$ cat config.mk
export PLATFORM = sky130hd
export DESIGN_NAME = alu_arbiter_ctrl
export DESIGN_NICKNAME = d
export VERILOG_FILES = /design/src/rtl/alu_ctrl_pkg.sv /design/src/rtl/alu_arbiter_ctrl_rr_arbiter.sv /design/src/rtl/alu_arbiter_ctrl.sv
export SDC_FILE = /design/constraint.sdc
export NUM_CORES = 1
export LEC_CHECK = 0
export BUFFER_PORTS_ARGS = -buffer_cell sky130_fd_sc_hd__buf_2
export CAP_MARGIN = 20
export CORE_MARGIN = 1.5
export CORE_UTILIZATION = 47
export CTS_BUF_LIST = sky130_fd_sc_hd__clkbuf_8 sky130_fd_sc_hd__clkbuf_16
export CTS_CLUSTER_DIAMETER = 80
export CTS_CLUSTER_SIZE = 28
export DETAILED_ROUTE_END_ITERATION = 10
export PLACE_DENSITY = 0.87
export RECOVER_POWER = 50
export SLEW_MARGIN = 20
export SYNTH_ARGS = -nofsm -noshare
export SYNTH_HDL_FRONTEND = slang
export SYNTH_SLANG_ARGS = --single-unit
$ cat constraint.sdc
create_clock -name clk -period 2.3 [get_ports clk]
set_clock_uncertainty 0.15 [all_clocks]
set_input_delay 0.46 -clock clk [delete_from_list [all_inputs] [get_ports clk]]
set_output_delay 0.46 -clock clk [all_outputs]
set_load 0.1 [all_outputs]
$ cat src/rtl/alu_ctrl_pkg.sv
// Shared types and widths for the ALU sequencer/arbiter.
package alu_ctrl_pkg;

  localparam int unsigned ALU_OP_W  = 3;
  localparam int unsigned ALU_IN_W  = 4;
  localparam int unsigned ALU_OUT_W = 8;

  typedef enum logic [ALU_OP_W-1:0] {
    OP_OR   = 3'b000,
    OP_NAND = 3'b001,
    OP_XOR  = 3'b010,
    OP_MUL  = 3'b011,
    OP_ADD  = 3'b100,
    OP_INC  = 3'b101,
    OP_SUB  = 3'b110,
    OP_SHR  = 3'b111
  } alu_op_e;

  typedef enum logic [1:0] {
    IDLE,
    EXEC,
    RESP
  } ctrl_state_e;

endpackage

$ cat src/rtl/alu_arbiter_ctrl_rr_arbiter.sv
// Combinational round-robin arbiter: the requester after ptr has top priority.
module rr_arbiter #(
  parameter int unsigned NUM_REQ = 2,
  parameter int unsigned ID_W    = 1
) (
  input  logic [NUM_REQ-1:0] req,
  input  logic [ID_W-1:0]    ptr,
  output logic [NUM_REQ-1:0] grant,
  output logic [ID_W-1:0]    grant_id
);

  // Scan ptr+1, ptr+2, ... (mod NUM_REQ); first active request wins.
  always_comb begin
    logic [ID_W-1:0] idx;
    logic            found;
    grant    = '0;
    grant_id = '0;
    found    = 1'b0;
    idx      = '0;
    for (int unsigned k = 1; k <= NUM_REQ; k++) begin
      idx = ID_W'((32'(ptr) + k) % NUM_REQ);
      if (!found && req[idx]) begin
        grant[idx] = 1'b1;
        grant_id   = idx;
        found      = 1'b1;
      end
    end
  end

endmodule

$ cat src/rtl/alu_arbiter_ctrl.sv
// Sequencer/arbiter in front of a combinational 4-bit ALU: grants one
// requester at a time, drives the ALU from registers and returns the result.
module alu_arbiter_ctrl
  import alu_ctrl_pkg::*;
#(
  parameter int unsigned NUM_REQ = 2,
  parameter int unsigned ID_W    = 1,
  parameter int unsigned CNT_W   = 16
) (
  input  logic                          clk,
  input  logic                          reset,
  input  logic [NUM_REQ-1:0]            req_valid,
  output logic [NUM_REQ-1:0]            req_ready,
  input  logic [NUM_REQ*ALU_OP_W-1:0]   req_op,
  input  logic [NUM_REQ*ALU_IN_W-1:0]   req_a,
  input  logic [NUM_REQ*ALU_IN_W-1:0]   req_b,
  output logic [ALU_OP_W-1:0]           alu_sel,
  output logic [ALU_IN_W-1:0]           alu_a,
  output logic [ALU_IN_W-1:0]           alu_b,
  input  logic [ALU_OUT_W-1:0]          alu_y,
  output logic                          rsp_valid,
  input  logic                          rsp_ready,
  output logic [ALU_OUT_W-1:0]          rsp_data,
  output logic [ID_W-1:0]               rsp_id,
  output logic                          busy,
  output logic [CNT_W-1:0]              op_count
);

  ctrl_state_e         state;
  logic [ID_W-1:0]     rr_ptr;
  logic [NUM_REQ-1:0]  grant;
  logic [ID_W-1:0]     grant_id;
  logic                accept;

  rr_arbiter #(
    .NUM_REQ (NUM_REQ),
    .ID_W    (ID_W)
  ) u_arb (
    .req      (req_valid),
    .ptr      (rr_ptr),
    .grant    (grant),
    .grant_id (grant_id)
  );

  // Offer the grant only while idle and out of reset.
  always_comb begin
    req_ready = '0;
    if (state == IDLE && !reset) req_ready = grant;
  end

  assign accept = |(req_valid & req_ready);

  // Main sequencer: operand capture, result capture, response handshake, counter.
  always_ff @(posedge clk) begin
    if (reset) begin
      state     <= IDLE;
      rr_ptr    <= ID_W'(NUM_REQ - 1);
      alu_sel   <= '0;
      alu_a     <= '0;
      alu_b     <= '0;
      rsp_valid <= 1'b0;
      rsp_data  <= '0;
      rsp_id    <= '0;
      busy      <= 1'b0;
      op_count  <= '0;
    end else begin
      case (state)
        IDLE: begin
          if (accept) begin
            alu_sel <= req_op[32'(grant_id)*ALU_OP_W +: ALU_OP_W];
            alu_a   <= req_a[32'(grant_id)*ALU_IN_W +: ALU_IN_W];
            alu_b   <= req_b[32'(grant_id)*ALU_IN_W +: ALU_IN_W];
            rsp_id  <= grant_id;
            rr_ptr  <= grant_id;
            busy    <= 1'b1;
            state   <= EXEC;
          end
        end
        EXEC: begin
          rsp_data  <= alu_y;
          rsp_valid <= 1'b1;
          state     <= RESP;
        end
        RESP: begin
          if (rsp_ready) begin
            rsp_valid <= 1'b0;
            busy      <= 1'b0;
            op_count  <= op_count + 1'b1;
            alu_sel   <= '0;
            alu_a     <= '0;
            alu_b     <= '0;
            state     <= IDLE;
          end
        end
        default: state <= IDLE;
      endcase
    end
  end

endmodule

; Yosys cells after proc, flatten, opt, wreduce, memory -nomap -nowiden
; Cells that the tools add are included.
[word_totals]
regBits = 41
out_inout_bits = 40
[op_classes]
addsub = 3
mul = 1
n_lt_le_gt_ge = 4
eq_ne = 4
n_shift = 3
muxes = 29
bitwise = 2
n_reduce_logical = 15
[op_table]
columns = cell, n
row1 = adder 16 x 1 -> 16 bit (second input constant), 1
row2 = case mux 4 bit (2 select lines), 2
row3 = indexed part select 8 x 4 -> 4 bit, 2
row4 = two-way mux 4 bit, 3
row5 = two-way mux 1 bit, 11
row6 = two-way mux 2 bit, 5
row7 = AND reduction 2 bit, 4
row8 = two-way mux 3 bit, 2
row9 = case mux 2 bit (3 select lines), 1
row10 = case mux 3 bit (2 select lines), 1
row11 = indexed part select 6 x 4 -> 3 bit, 1
row12 = logical AND 1 bit, 4
row13 = < comparator 1 x 2 -> 1 bit (second input constant), 2
row14 = != test 2 bit (second input constant), 2
row15 = case mux 1 bit (2 select lines), 2
row16 = nonzero test 2 bit, 2
row17 = multiplier 1 x 2 -> 3 bit (second input constant), 1
row18 = AND reduction 3 bit, 1
row19 = adder 1 bit (second input constant), 2
row20 = bitwise AND 2 bit, 1
row21 = demux 1 bit (select 1 bit), 2
row22 = == test 2 x 1 -> 1 bit (second input constant), 1
row23 = == test 2 bit (second input constant), 1
row24 = >= comparator 1 bit (second input constant), 2
row25 = other kinds (4), 5

; Longest topological paths before layout
; Gate-level depths: netlist of run 1.
[logic_depth]
ltp_word = 13
mapped_depth = 7
mapped_depth_nobuf = 5

; Hierarchy
; A second synthesis of run 1 with hierarchy kept.
[hier_totals]
cells_unflattened = 192
hier_area_um2 = 1725.4
[modules_own_cells]
columns = module, instances, cells_each, area_per_inst_um2, seq_area_each_um2
row1 = alu_arbiter_ctrl, 1, 188, 1699.1, 820.8
row2 = rr_arbiter, 1, 4, 26.3, 0.0

; Worst setup path before layout of run 1
; Ideal clock, no wire load.
[synth_timing]
path_kind = input to output
from = input req_valid[1]
to = output req_ready[1]
arrival_ns = 1.757
setup_slack_ns = -0.067
stages = 3
path_buffers = 1
path_cell_list = a21boi_1 -> buf_2 -> and2_1
[synth_via]
elab_chain_cells = 7
[synth_rtl]
columns = item, line
row1 = "start, declared", alu_arbiter_ctrl.sv:12  ; input logic [NUM_REQ-1:0] req_valid,
row2 = two-way mux 1 bit (not written as such) (2 in a row), alu_arbiter_ctrl_rr_arbiter.sv:22  ; if (!found && req[idx]) begin
row3 = two-way mux 1 bit, alu_arbiter_ctrl_rr_arbiter.sv:22
row4 = logical NOT 1 bit, alu_arbiter_ctrl_rr_arbiter.sv:22
row5 = logical AND 1 bit, alu_arbiter_ctrl_rr_arbiter.sv:22
row6 = two-way mux 2 bit *, alu_arbiter_ctrl_rr_arbiter.sv:22
row7 = two-way mux 2 bit *, alu_arbiter_ctrl.sv:48  ; if (state == IDLE && !reset) req_ready = grant;
row8 = "end, declared", alu_arbiter_ctrl.sv:13  ; output logic [NUM_REQ-1:0] req_ready,
; Mark *: on every way between the ends. The rest lies on a longest branch, timed or not. The select of a mux whose other input is x is not followed.

; Worst setup path after layout of run 1
[layout_timing]
from = register state[1]
to = output req_ready[0]
[layout_via]
elab_chain_cells = 3
[layout_rtl]
columns = item, line
row1 = "start, declared", alu_arbiter_ctrl.sv:29  ; ctrl_state_e state;
row2 = "start signal, assigned", alu_arbiter_ctrl.sv:56  ; state <= IDLE;
row3 = "start signal, assigned", alu_arbiter_ctrl.sv:76  ; state <= EXEC;
row4 = "start signal, assigned", alu_arbiter_ctrl.sv:82  ; state <= RESP;
row5 = logical NOT 2 bit, alu_arbiter_ctrl.sv:48
row6 = logical AND 1 bit, alu_arbiter_ctrl.sv:48
row7 = two-way mux 2 bit, alu_arbiter_ctrl.sv:48
; Every way passes these cells.

==> impl_metrics.ini, run 1 <==
[cts]
h-tree-depth = 2
cts.reportedPaths.clkPinSlew_ns = 0.08
cts_tree = yes
clk_path_buf_depth = 2
clkLatencyLatePin_ns = 0.29
cts.sink_count = 41
cts_root_buf = clkbuf_8
cts_made_buffers = 5
postCtsHoldBufs = 0
cts_setup_buffers = 0
post_cts_resize_count = 0

[logic_synthesis]
syn-num-nets = 244
synth_warnings = 0
synth_async_sr_flop_share = 0
synth.distinct_cells = 37
synth-edff-count = 0
synth.avg_cell_area_um2 = 8.68
synth_top_flop_cell = dfxtp_1
yosysTopAreaCellShare = 0.455
yosys-top-cells-area = dfxtp_1, a21oi_1, nand2_1
ys_ff_latch = 41
yosysTopAreaCell = dfxtp_1
yosysSeqAreaShare = 0.455
netlist_area_mm2 = 0.00181
synth_cells = 208

[layout]
drive_gt1_frac = 0.369
fin_nets = 317
fill_cells = 334
syn_to_final_growth_pct = 29.0
diodes = 0
stdcell_count = 330

[critical_path]
path_class = reg2out
cp-end-kind = output port
ff2ff_path_depth = 4
crit_chain = nor3_1, nand3_1, inv_1, buf_12
path_max_fanout = 8
cp_slowest_cell = dfxtp_1
crit_path_max_incr_delay_ns = 0.38
arrival_ns = 1.44
worstPathRequired_ns = 1.69
cp-start-kind = flip-flop

[floorplanning]
rows = 22
initial_core_util = 0.489
die_y_um = 65.0
die_w_um = 65.0
die_area_mm2 = 0.00422
io-pin-count = 75
core-area_mm2 = 0.00369

[routing]
vias = 1657
drcViolationCount = 0
ant_nets = 0
wire_per_inst_um = 11.8
drtIter0Drc = 51
dr.pass1.iters = 4
routed_wl_mm = 3.90
via_per_inst = 5.02

[timing]
finalHoldViolations = 0
fin_ws_ns = 0.248
max-slew-margin-rel = 0.539
worstMarginPinSlew_ns = 0.690
setup_viol = 0
max_freq_mhz = 487
slew_violations = 0
fin_crit_sh = 0.892
setup_tns_ns = 0
timing.hold.ws_ns = 0.256
rsz0062_at_grt = false
fin_crit_ns = 2.05

[grt]
use_met3 = 0.0521
grtUsageMet1 = 0.227
gr-total-overflow = 0
grt.total_usage = 0.189
grt_pass1_vias = 1400
busiest_layer = met2
grt_max_degree = 41
antenna_found_initial = 0
met2_usage = 0.313
grt_pass1_wl_mm = 6.16

[min_path]
whs_path_depth = 3
hp-class = in2reg

[power_and_ir_drop]
pwr-share-seq = 0.435
p_leak_nw = 1.04
power_frac_comb = 0.236
switching_share = 0.322
p_int_mw = 1.19
ir_drop_v = 0.000463
pwr-share-clk = 0.329
switching_power_mw = 0.566
power_density_mw_per_mm2 = 755

[placement]
gp_congestion = 0.771
dp_hpwl_mm = 2.84
dp.cells = 322
pre_cts_slack_ns = 0.411
portBuffers = 74

[run_status]
status = complete, no violations

[flow_run]
cap_violations = 0
[worst max-delay path: cells and delay by family, from the launching register on]
kind / cells / cell delay (ns)
AND/OR/NAND/NOR: 2 / 0.47
flip-flops: 1 / 0.38
buffers and inverters: 2 / 0.31
[logic make-up (layout without fill, tap and decap cells)]
family          count (synthesis)  in the layout  synth area share
compound gates                 37             37             0.109
xor+xnor                       10             10            0.0485
fa+ha+maj                       1              1           0.00693
buf+inv                        17             91            0.0513
flops                          41             41             0.455
mux                            11             11            0.0686
simple gates                   91             91             0.261
[final timing paths]
check	start	to	slack [ns]
max	state[1]	req_ready[0]	0.25
min	alu_y[4]	rsp_data[4]	0.26
max reg2reg	state[1]	op_count[14]	0.35
min reg2reg	busy	busy	0.30
[synth_stat cells, drive strengths merged (2+ instances only)]
cell / number
a21oi: 28
and2: 4
and4: 2
buf: 4
clkbuf: 9
dfxtp: 41
inv: 4
mux2: 11
nand2: 35
nand2b: 2
nand3: 17
nand4: 6
nor2: 13
o21ai: 5
or3: 4
xnor2: 2
xor2: 8
[final cells by class]
cell class,count,area [um2],share of cell area
repair buffers,79,434,0.186
clock buffers,6,82.6,0.0355
flip-flops and latches,41,826,0.355
clock inverters,2,33.8,0.0145
inverters,4,15.0,0.00645
multi-input cells,150,877,0.377
well taps,48,60.1,0.0258
[per-stage QoR]
step / power [mW] / util / area [um2]
after floorplan: 1.11 / - / 1810
after global placement: 1.19 / 0.605 / 2230
after detailed placement: 1.20 / 0.605 / 2230
after CTS: 1.78 / 0.637 / 2350
after global routing: 1.84 / 0.631 / 2330
final: 1.76 / 0.631 / 2330
[power by group through the flow]
| stage | Sequential, mW | Clock [mW] | Combinational (mW) |
|---|---|---|---|
| detailed placement | 0.780 | 0 | 0.419 |
| global placement | 0.778 | 0 | 0.414 |
| CTS | 0.763 | 0.599 | 0.420 |
| finish | 0.764 | 0.579 | 0.414 |
| floorplan | 0.982 | 0 | 0.127 |
| global route | 0.769 | 0.633 | 0.438 |
[flip-flops by register name, summed over array words and instances (netlist names)]
signal	flops
alu_b	4
state	2
busy	1
rsp_valid	1
alu_sel	3
rsp_data	8
alu_a	4
op_count	16
rr_ptr	1
rsp_id	1
[placed cells by master, fill, tap and decap left out, types with 2 or more instances in the layout]
master,netlist,final
dfxtp_1,41,37
nand4_1,6,6
nor2_1,13,13
buf_12,0,2
xnor2_1,2,2
nand2b_1,2,2
buf_4,0,4
and2_2,2,3
nand3_1,15,16
or3_1,4,4
and4_1,2,2
inv_1,4,5
dfxtp_2,0,4
buf_2,2,58
o21ai_0,4,5
nand2_1,35,35
mux2_2,10,10
xor2_1,8,8
a21oi_1,28,28
clkbuf_2,1,14
clkbuf_8,1,6
[per-layer routing]
layer	up-vias	routed length (um)
met5	-	0
met2	55	1860
met1	742	1760
met3	4	238
li1	856	-
met4	0	49
No activity file was read; power rests on OpenSTA's default activity.
==> run 2, diff against run 1 <==
- ABC_AREA: default -> 1
- CORE_UTILIZATION: 47 -> 49
==> run 2 against run 1 <==
  * Final area up 5.6%
  * Utilization down 1.6 points
  * Clock-buffer cell count unchanged
  * Largest power group unchanged
  * Final cell count up 20%
  * Largest cell class unchanged
  * Clock power down 21%
  * Highest routed layer unchanged
  * Synthesized area up 12%
==> impl_metrics.ini, run 2 <==
[run_status]
status = complete, no violations

[logic_synthesis]
yosysTopAreaCellShare = 0.405
synth.avg_cell_area_um2 = 7.50
yosysSeqAreaShare = 0.405
synth_async_sr_flop_share = 0
yosys-top-cells-area = dfxtp_1, nand2_1, nor2_1
synth-edff-count = 0
yosysTopAreaCell = dfxtp_1
synth_common_cells = nand2_1, dfxtp_1, nor2_1
syn-num-nets = 306
ys_ff_latch = 41
synth_top_flop_cell = dfxtp_1
synth.distinct_cells = 31
synth_cells = 270
netlist_area_mm2 = 0.00203
synth_warnings = 0
yosysMostFrequentCell = nand2_1

[timing]
worstMarginPinSlew_ns = 0.574
fin_ws_ns = 0.369
setup_viol = 0
fin_crit_sh = 0.839
setup_tns_ns = 0
finalHoldViolations = 0
max_freq_mhz = 518
rsz0062_at_grt = false
max-slew-margin-rel = 0.616
fin_crit_ns = 1.93
slew_violations = 0
timing.hold.ws_ns = 0.247

[grt]
antenna_found_initial = 0
gr-total-overflow = 0
grt_max_degree = 23
grt.total_usage = 0.207
grt_pass1_wl_mm = 7.00
grt_pass1_vias = 1701

[cts]
post_cts_resize_count = 0
cts.sink_count = 41
clk_path_buf_depth = 2
cts_setup_buffers = 0
cts_root_buf = clkbuf_8
clkLatencyLatePin_ns = 0.28
cts.reportedPaths.clkPinSlew_ns = 0.07
postCtsHoldBufs = 0
cts_made_buffers = 5
h-tree-depth = 2
cts_tree = yes

[layout]
syn_to_final_growth_pct = 21.4
stdcell_count = 395
reg_top3 = op_count (16), rsp_data (8)
fin_nets = 381
final_cell_mix = buf_2, nand2_1, dfxtp_1, inv_1, nor2_1
diodes = 0
multi_input_area_um2 = 918
largest_reg_flops = 16
fin_area_mm2 = 0.00246
final_common_cell = buf_2
largest_register = op_count
drive_gt1_frac = 0.299
utilization = 0.615
regArea_um2 = 821
fill_cells = 377

[power_and_ir_drop]
ir_drop_v = 0.000342
power_density_mw_per_mm2 = 718
total_power_mw = 1.77
p_leak_nw = 1.26

[critical_path]
path_class = reg2out
rrSetupSlack_ns = 0.37
cp-start-kind = flip-flop
cp-end-kind = output port
arrival_ns = 1.32
worstReg2RegEnd = op_count[13]
reg2reg_from = state[0]
ff2ff_path_depth = 8
crit_path_end = req_ready[0]
worstPathRequired_ns = 1.69
path_max_fanout = 4
crit_start = state[0]

[min_path]
hp-class = in2reg
min_from = alu_y[2]

[placement]
gp_congestion = 0.736
portBuffers = 74
dp.cells = 388
pre_cts_slack_ns = 0.479
dp_hpwl_mm = 3.17
post_dp_cell_area_mm2 = 0.00245

[routing]
ant_nets = 0
dr.pass1.iters = 4
vias = 1897
drcViolationCount = 0
wire_per_inst_um = 10.6
routed_wl_mm = 4.20
drtIter0Drc = 90
via_per_inst = 4.80

[floorplanning]
io-pin-count = 75
die_y_um = 67.3
core-area_mm2 = 0.00400
initial_core_util = 0.506
die_area_mm2 = 0.00453
die_w_um = 67.3
rows = 23

[flow_run]
cap_violations = 0
## run 2: routing by layer
metal	track usage	up-vias	share of wire
met5	0	-	0
met4	0.0791	0	0.015
met3	0.0683	6	0.071
met2	0.380	62	0.46
met1	0.218	832	0.46
li1	-	997	-
## run 2: how the worst min path moves through the flow
stage,end,slack (ns),cells past startpoint
2_1_floorplan,rr_ptr,0.34,2
3_3_place_gp,rsp_valid,0.30,2
3_5_place_dp,rsp_valid,0.30,2
4_1_cts,rsp_data[5],0.24,3
5_1_grt,rsp_data[2],0.24,3
6_report,rsp_data[2],0.25,3
## run 2: critical path, cell delays in order, from the launching register on
cell,delay [ns]
dfxtp_1,0.30
inv_1,0.10
nand3_1,0.11
inv_1,0.12
nand2_1,0.11
inv_1,0.11
buf_12,0.18
## run 2: cell type report
class,instances,area share
multi-input cells,182,0.373
well taps,50,0.0254
repair buffers,78,0.175
flip-flops and latches,41,0.334
clock inverters,1,0.00153
clock buffers,6,0.0336
inverters,37,0.0575
## run 2: cells by family after synthesis
group	Yosys count	synth area share
simple gates	127	0.322
compound gates	52	0.156
buf+inv	47	0.102
flops	41	0.405
xor+xnor	2	0.00865
fa+ha+maj	1	0.00618
## run 2: power by group
group	internal [mW]	switching (mW)	leakage, nW
sequential	0.754	0.0232	0.334
clock	0.233	0.223	0.0485
combinational	0.106	0.427	0.882
total	1.09	0.673	1.26
==> run 3, diff against run 2 <==
- clock period: 2.3 -> 2 ns (I/O delays scaled with it)
==> run 3 against run 2 <==
  * Clock power grew 8.6%
  * Critical path type unchanged
  * Critical path depth is the same
  * Via count shrank 2.6%
==> impl_metrics.ini, run 3 (synthesis results as in run 2) <==
[run_status]
status = complete, no violations

[grt]
gr-total-overflow = 0
grt_max_degree = 23
grt_pass1_vias = 1671
grt.total_usage = 0.197
antenna_found_initial = 0
grt_pass1_wl_mm = 6.80

[cts]
clkLatencyLatePin_ns = 0.29
post_cts_resize_count = 0
cts.reportedPaths.clkPinSlew_ns = 0.07
cts_made_buffers = 5
clk_path_buf_depth = 2
cts_tree = yes
cts.sink_count = 41
h-tree-depth = 2
cts_setup_buffers = 0
cts_root_buf = clkbuf_8
postCtsHoldBufs = 0

[layout]
utilization = 0.617
reg_top3 = op_count (16), rsp_data (8)
syn_to_final_growth_pct = 21.9
largest_reg_flops = 16
fin_nets = 381
final_common_cell = buf_2
diodes = 0
largest_register = op_count
final_cell_mix = buf_2, nand2_1, inv_1, dfxtp_1, nor2_1
drive_gt1_frac = 0.318

[power_and_ir_drop]
ir_drop_v = 0.000457
p_leak_nw = 1.26
power_density_mw_per_mm2 = 811

[timing]
setup_tns_ns = 0
max-slew-margin-rel = 0.655
fin_crit_sh = 0.913
rsz0062_at_grt = false
finalHoldViolations = 0
fin_crit_ns = 1.83
worstMarginPinSlew_ns = 0.516
fin_ws_ns = 0.175
max_freq_mhz = 548
slew_violations = 0
setup_viol = 0

[critical_path]
arrival_ns = 1.28
crit_start = state[0]
worstPathRequired_ns = 1.45
cp-end-kind = output port
path_max_fanout = 4
path_class = reg2out
reg2reg_from = state[0]
cp-start-kind = flip-flop
rrSetupSlack_ns = 0.24
ff2ff_path_depth = 7

[min_path]
hp-class = in2reg
whs_path_depth = 3
min_from = alu_y[6]

[floorplanning]
io-pin-count = 75
die_w_um = 67.3
die_y_um = 67.3
die_area_mm2 = 0.00453
core-area_mm2 = 0.00400
rows = 23
initial_core_util = 0.506

[routing]
ant_nets = 0
dr.pass1.iters = 4
drtIter0Drc = 77
via_per_inst = 4.66
routed_wl_mm = 4.00
drcViolationCount = 0
vias = 1847
wire_per_inst_um = 10.1

[placement]
dp_hpwl_mm = 3.08
portBuffers = 74
gp_congestion = 0.713
pre_cts_slack_ns = 0.282

[flow_run]
cap_violations = 0
-- run 3: cell types whose count changed in the layout (fill, tap and decap cells not counted), sizes merged --
cell / previous run / this run
inv: 38 / 40
buf: 78 / 77
-- run 3: routing by layer --
metal / track usage / part of all wire / vias up
li1: - / - / 1001
met1: 0.221 / 0.46 / 781
met2: 0.340 / 0.46 / 60
met3: 0.0783 / 0.069 / 5
met4: 0.0612 / 0.010 / 0
met5: 0 / 0 / -
-- run 3: path summary, 6_finish.rpt --
path                                     end
worst max-delay path            req_ready[0]
worst min-delay path             rsp_data[6]
worst max register to register  op_count[14]
worst min register to register      alu_a[3]
-- run 3: cell type report --
class	count	area, um2
clock buffer	5	68.8
clock inverter	3	11.3
fill	357	1530
inverter	37	139
multi-input combinational	182	932
sequential	41	827
tap	50	62.6
timing repair buffer	78	428
-- run 3: critical path: stages, from the launching register on --
cell,delay [ns]
dfxtp_1,0.30
inv_1,0.09
nand3_1,0.13
inv_2,0.12
nand2_4,0.06
inv_1,0.10
buf_12,0.18
-- run 3: power breakdown --
| part | switching [mW] | internal [mW] | leakage [nW] | total (mW) |
|---|---|---|---|---|
| logic | 0.492 | 0.121 | 0.870 | 0.613 |
| registers | 0.0259 | 0.868 | 0.337 | 0.894 |
| clock network | 0.263 | 0.232 | 0.0519 | 0.495 |
| total | 0.780 | 1.22 | 1.26 | 2.00 |
-- run 3: metrics by stage --
stage | hold slack (ns) | cells | power (mW) | instance area, um2
after floorplan | 0.342 | 270 | 1.44 | 2030
after global placement | 0.299 | 388 | 1.54 | 2460
after detailed placement | 0.310 | 388 | 1.55 | 2460
after CTS | 0.161 | 396 | 2.05 | 2540
after global routing | 0.174 | 396 | 2.11 | 2470
final | 0.175 | 396 | 2.00 | 2470
